## src/rtl/add_seq_ctrl_pkg.sv

```systemverilog
// Shared definitions for the sequenced wide adder controller.
//   SLICE_W   - width of the shared carry-lookahead slice
//   state_t   - controller state encoding
//   idx_width - width of the slice index counter (never below one bit)
package add_seq_ctrl_pkg;

    localparam int SLICE_W = 16;

    typedef enum logic [1:0] {
        IDLE = 2'd0,
        RUN  = 2'd1,
        DONE = 2'd2
    } state_t;

    function automatic int idx_width(input int nslice);
        return (nslice <= 1) ? 1 : $clog2(nslice);
    endfunction

endpackage

```

## src/rtl/cla16_lcu.sv

```systemverilog
// 16-bit carry-lookahead adder slice: four 4-bit groups whose group
// carries come from a two-level lookahead carry unit.
//   a, b  - 16-bit addends
//   cin   - carry into bit 0
//   s     - 16-bit sum
//   cout  - carry out of bit 15
//   pout  - block propagate (all 16 bits propagate)
//   gout  - block generate (carry out independent of cin)
module cla16_lcu (
    input  logic [15:0] a,
    input  logic [15:0] b,
    input  logic        cin,
    output logic [15:0] s,
    output logic        cout,
    output logic        pout,
    output logic        gout
);

    logic [15:0] p;
    logic [15:0] g;
    logic [15:0] c;
    logic [3:0]  gp;
    logic [3:0]  gg;
    logic [4:0]  gc;
    logic        rc;

    always_comb begin
        // NOTE: every variable gets a value before any conditional or loop
        // logic, so no path can leave one unassigned and infer a latch.
        p  = a ^ b;
        g  = a & b;
        gp = '0;
        gg = '0;
        gc = '0;
        c  = '0;
        rc = 1'b0;

        for (int i = 0; i < 4; i++) begin
            gp[i] = &p[4*i +: 4];
            gg[i] = g[4*i+3]
                  | (p[4*i+3] & g[4*i+2])
                  | (p[4*i+3] & p[4*i+2] & g[4*i+1])
                  | (p[4*i+3] & p[4*i+2] & p[4*i+1] & g[4*i]);
        end

        // Lookahead carry unit: each group carry is a flat sum of products.
        gc[0] = cin;
        gc[1] = gg[0] | (gp[0] & cin);
        gc[2] = gg[1] | (gp[1] & gg[0]) | (gp[1] & gp[0] & cin);
        gc[3] = gg[2] | (gp[2] & gg[1]) | (gp[2] & gp[1] & gg[0])
              | (gp[2] & gp[1] & gp[0] & cin);
        gc[4] = gg[3] | (gp[3] & gg[2]) | (gp[3] & gp[2] & gg[1])
              | (gp[3] & gp[2] & gp[1] & gg[0])
              | (gp[3] & gp[2] & gp[1] & gp[0] & cin);

        // Bit carries inside each 4-bit group start from the group carry.
        for (int i = 0; i < 4; i++) begin
            rc = gc[i];
            for (int j = 0; j < 4; j++) begin
                c[4*i+j] = rc;
                rc = g[4*i+j] | (p[4*i+j] & rc);
            end
        end

        s    = p ^ c;
        cout = gc[4];
        pout = &gp;
        gout = gg[3] | (gp[3] & gg[2]) | (gp[3] & gp[2] & gg[1])
             | (gp[3] & gp[2] & gp[1] & gg[0]);
    end

endmodule

```

## src/rtl/add_seq_ctrl.sv

```systemverilog
// Wide add/subtract controller that time-multiplexes one cla16_lcu slice.
// Operands are latched on an accepted start, processed one 16-bit slice
// per cycle LSB first with the carry registered between slices, and the
// result is presented with a one-cycle valid pulse.
//   clk, rst_n  - clock, asynchronous active-low reset
//   start/ready - request handshake (accepted only in IDLE)
//   op_sub      - 0: a+b+cin, 1: a-b-cin (cin is borrow-in)
//   a, b, cin   - operands, sampled on accepted start
//   busy        - high while running or presenting a result
//   valid       - one-cycle pulse, result outputs valid
//   s           - result, held until the next accepted start
//   cout        - final carry (subtract: 1 = no borrow)
//   ovf, zero   - signed overflow, result-is-zero
module add_seq_ctrl
    import add_seq_ctrl_pkg::*;
#(
    parameter  int NSLICE = 4,
    localparam int W      = SLICE_W * NSLICE
) (
    input  logic         clk,
    input  logic         rst_n,
    input  logic         start,
    output logic         ready,
    input  logic         op_sub,
    input  logic [W-1:0] a,
    input  logic [W-1:0] b,
    input  logic         cin,
    output logic         busy,
    output logic         valid,
    output logic [W-1:0] s,
    output logic         cout,
    output logic         ovf,
    output logic         zero
);

    localparam int               IDX_W    = idx_width(NSLICE);
    localparam logic [IDX_W-1:0] LAST_IDX = IDX_W'(NSLICE - 1);

    state_t state_q;
    state_t state_d;

    logic [IDX_W-1:0]                idx_q;
    logic [NSLICE-1:0][SLICE_W-1:0]  op_a_q;
    logic [NSLICE-1:0][SLICE_W-1:0]  op_b_q;
    logic [NSLICE-1:0][SLICE_W-1:0]  s_q;
    logic [NSLICE-1:0][SLICE_W-1:0]  s_next;
    logic                            carry_q;
    logic                            cout_q;
    logic                            ovf_q;
    logic                            zero_q;

    logic [SLICE_W-1:0] slice_a;
    logic [SLICE_W-1:0] slice_b;
    logic [SLICE_W-1:0] slice_s;
    logic               slice_cout;
    logic               last;

    assign last = (idx_q == LAST_IDX);

    // W-to-16 operand mux driven only by registered state, so start has
    // no combinational path into the slice.
    always_comb begin
        slice_a = '0;
        slice_b = '0;
        for (int i = 0; i < NSLICE; i++) begin
            if (idx_q == IDX_W'(i)) begin
                slice_a = op_a_q[i];
                slice_b = op_b_q[i];
            end
        end
    end

    // Result with the current slice merged in; used for the zero flag on
    // the final slice, before s_q itself has been updated.
    always_comb begin
        s_next = s_q;
        for (int i = 0; i < NSLICE; i++) begin
            if (idx_q == IDX_W'(i)) begin
                s_next[i] = slice_s;
            end
        end
    end

    cla16_lcu u_slice (
        .a    (slice_a),
        .b    (slice_b),
        .cin  (carry_q),
        .s    (slice_s),
        .cout (slice_cout),
        .pout (),
        .gout ()
    );

    // NOTE: flops use non-blocking (<=) so every register samples the
    // pre-edge values of the others regardless of statement order.
    always_ff @(posedge clk or negedge rst_n) begin
        if (!rst_n) begin
            state_q <= IDLE;
        end else begin
            state_q <= state_d;
        end
    end

    always_comb begin
        state_d = state_q;
        ready   = 1'b0;
        busy    = 1'b0;
        valid   = 1'b0;
        case (state_q)
            IDLE: begin
                ready = 1'b1;
                if (start) begin
                    state_d = RUN;
                end
            end
            RUN: begin
                busy = 1'b1;
                if (last) begin
                    state_d = DONE;
                end
            end
            DONE: begin
                busy    = 1'b1;
                valid   = 1'b1;
                state_d = IDLE;
            end
            default: begin
                state_d = IDLE;
            end
        endcase
    end

    always_ff @(posedge clk or negedge rst_n) begin
        if (!rst_n) begin
            idx_q   <= '0;
            op_a_q  <= '0;
            op_b_q  <= '0;
            s_q     <= '0;
            carry_q <= 1'b0;
            cout_q  <= 1'b0;
            ovf_q   <= 1'b0;
            zero_q  <= 1'b0;
        end else begin
            case (state_q)
                IDLE: begin
                    if (start) begin
                        // Subtract is a + ~b + ~borrow_in.
                        op_a_q  <= a;
                        op_b_q  <= op_sub ? ~b : b;
                        carry_q <= op_sub ? ~cin : cin;
                        s_q     <= '0;
                        idx_q   <= '0;
                    end
                end
                RUN: begin
                    s_q     <= s_next;
                    carry_q <= slice_cout;
                    idx_q   <= idx_q + IDX_W'(1);
                    if (last) begin
                        // Flags use the (possibly inverted) B operand, so a
                        // single rule covers both add and subtract.
                        cout_q <= slice_cout;
                        ovf_q  <= (op_a_q[NSLICE-1][SLICE_W-1] == op_b_q[NSLICE-1][SLICE_W-1])
                               && (slice_s[SLICE_W-1] != op_a_q[NSLICE-1][SLICE_W-1]);
                        zero_q <= (s_next == '0);
                    end
                end
                default: begin
                end
            endcase
        end
    end

    assign s    = s_q;
    assign cout = cout_q;
    assign ovf  = ovf_q;
    assign zero = zero_q;

endmodule

```

## config.mk

```make
export PLATFORM = sky130hd
export DESIGN_NAME = add_seq_ctrl
export DESIGN_NICKNAME = d
export VERILOG_FILES = /design/src/rtl/add_seq_ctrl_pkg.sv /design/src/rtl/cla16_lcu.sv /design/src/rtl/add_seq_ctrl.sv
export SDC_FILE = /design/constraint.sdc
export NUM_CORES = 1
export LEC_CHECK = 0
export CORE_MARGIN = 3
export CORE_UTILIZATION = 23
export CTS_CLUSTER_DIAMETER = 60
export DETAILED_ROUTE_END_ITERATION = 12
export PLACE_DENSITY = 0.53
export REMOVE_ABC_BUFFERS = 1
export SLEW_MARGIN = 20
export SYNTH_ARGS = -nofsm -noshare
export SYNTH_HDL_FRONTEND = slang
export SYNTH_HIERARCHICAL = 1
export SYNTH_SLANG_ARGS = --single-unit
```

## constraint.sdc

```tcl
create_clock -name clk -period 5.47 [get_ports clk]
set_input_delay 0.8205 -clock clk [delete_from_list [all_inputs] [get_ports clk]]
set_output_delay 0.8205 -clock clk [all_outputs]
set_load 0.1 [all_outputs]
```

==> flow_summary.json <==
{
  "outcome": "finished clean",
  "fp.dieW_um": 215,
  "tightestPinTransition_ns": 1.10,
  "design.core.area_um2": 42500,
  "hold_path.class": "in -> async",
  "grt_overflow": 0,
  "slew_headroom_pct": 26.2,
  "synthToLayoutAreaGrowth_pct": 32.5,
  "multiInputGateArea_um2": 4640,
  "path_max_fanout": 11,
  "gp_congestion": 0.773,
  "postCtsSetupRepairBufs": 0,
  "synthCells": 942,
  "drive_above_1_share_pct": 14.7,
  "fin_cells": 1714,
  "clock_latency_ns": 0.44,
  "synth_area_um2": 10100,
  "vias": 7670,
  "drt_pass1_iterations": 5,
  "drtAntennaViolNets": 0,
  "area.sequential_um2": 5000,
  "via_per_inst": 4.47,
  "drt_iter0_markers": 476,
  "worst_ep_required_time_ns": 5.84,
  "routed_wl_um": 31400,
  "finalWorstSetupSlack_ns": 0.366,
  "fillers": 4378,
  "fin_tns_setup_ns": 0,
  "syn-mean-instance-area_um2": 10.7,
  "crit_path_end_kind": "flop",
  "setup_violations": 0,
  "ys_warn_count": 6,
  "fmax_mhz": 196,
  "path_clk_slew_ns": 0.08,
  "port_buffers": 202,
  "slew_violations": 0,
  "period_share_pct": 93.3,
  "fin_nets": 1291,
  "grt_pass1_vias": 7818,
  "cts_root_buf": "clkbuf_16",
  "grt.total_usage_pct": 13.4,
  "hold_viol": 0,
  "post-route-min-period_ns": 5.10,
  "boundaryPins": 203,
  "dp_cells": 1681,
  "maxCapViolations": 0,
  "cts_tree": "done",
  "clock_skew_ns": 0.0115,
  "grt_pass1_wl_um": 47700,
  "arrival_ns": 5.48,
  "crit_type": "reg -> reg",
  "post-place-ws_ns": 0.310,
  "die-area_um2": 46200,
  "cts_buffer_depth": 2,
  "drcViolationCount": 0,
  "grt_antenna_before_repair": 1,
  "numCtsBuffers": 17,
  "grt_start_max_net_pins": 130,
  "start_kind": "flop",
  "start_util_pct": 23.6,
  "wire_per_inst_um": 18.3,
  "dp_hpwl_um": 23300,
  "cts_num_sinks": 200,
  "htree_levels": 4,
  "rows": 75,
  "die_h_um": 215
}
==> final cells by class <==
| type | instances | area share [%] |
|---|---|---|
| well taps | 577 | 5.42 |
| clock buffers | 19 | 3.40 |
| diodes | 1 | 0.0188 |
| clock inverters | 13 | 0.996 |
| flip-flops and latches | 200 | 37.6 |
| inverters | 26 | 0.752 |
| repair buffers | 230 | 17.0 |
| multi-input cells | 648 | 34.8 |
==> critical path: stages, from the launching register on <==
cell       delay (ns)
dfrtp_1          0.44
inv_1            0.15
ha_1             0.19
nor2b_4          0.14
buf_4            0.21
a22oi_1          0.09
nor2_1           0.09
a21oi_1          0.05
o21ai_0          0.25
ha_1             0.28
a21oi_1          0.21
o221ai_2         0.19
a21oi_1          0.24
o21bai_1         0.13
fa_1             0.40
fa_1             0.40
fa_2             0.51
nor4_1           0.31
mux2i_1          0.13
a2111oi_2        0.37
nand3_1          0.12
o21ai_1          0.13
==> stage by stage <==
step	area [um2]	hold slack, ns	utilization [%]
floorplan	9700	0.450	-
global placement	12700	0.461	29.9
detailed placement	12700	0.470	29.9
CTS	13300	0.415	31.3
global route	13300	0.430	31.3
finish	13300	0.378	31.3
==> what timing repair did <==
item | in CTS | in global routing
setup endpoints to repair | 0 | 1
hold buffers | 0 | 0
resized for setup | 0 | 7
==> layout by cell type, fill, tap and decap left out, types with 20 or more instances in the layout <==
cell / count
dfrtp_1: 200
clkdlybuf4s50_1: 200
nand2_1: 113
o21ai_0: 102
xnor2_1: 66
mux2_2: 65
a21oi_1: 52
nor2_1: 46
a22o_1: 45
a22oi_1: 32
inv_1: 25
buf_4: 25
ha_1: 20
==> worst paths after layout <==
| check | endpoint | start | cells after the start | slack (ns) |
|---|---|---|---|---|
| setup / recovery | zero | idx_q[0] | 21 | 0.37 |
| hold / removal | op_a_q[16] | rst_n | 1 | 0.38 |
| setup reg to reg | zero | idx_q[0] | 21 | 0.37 |
| hold reg to reg | op_b_q[47] | op_b_q[47] | 2 | 0.48 |
| max in group asynchronous | op_b_q[38] | rst_n | 2 | 3.93 |
| min in group clk | op_b_q[47] | op_b_q[47] | 2 | 0.48 |
==> registers in the layout, summed over array words and instances (netlist names) <==
register	cells
op_a_q	64
cout	1
state_q	2
idx_q	2
s	64
ovf	1
zero	1
carry_q	1
op_b_q	64
==> routing by layer <==
layer  GRT usage [%]  part of all wire [%]
met3            2.36                   4.5
met2            21.3                    46
met5               0                     0
met1            18.3                    47
met4            4.96                   2.5
Power is not shown: default switching activity piles up to over one toggle a cycle in this logic, so the estimate is an artifact.
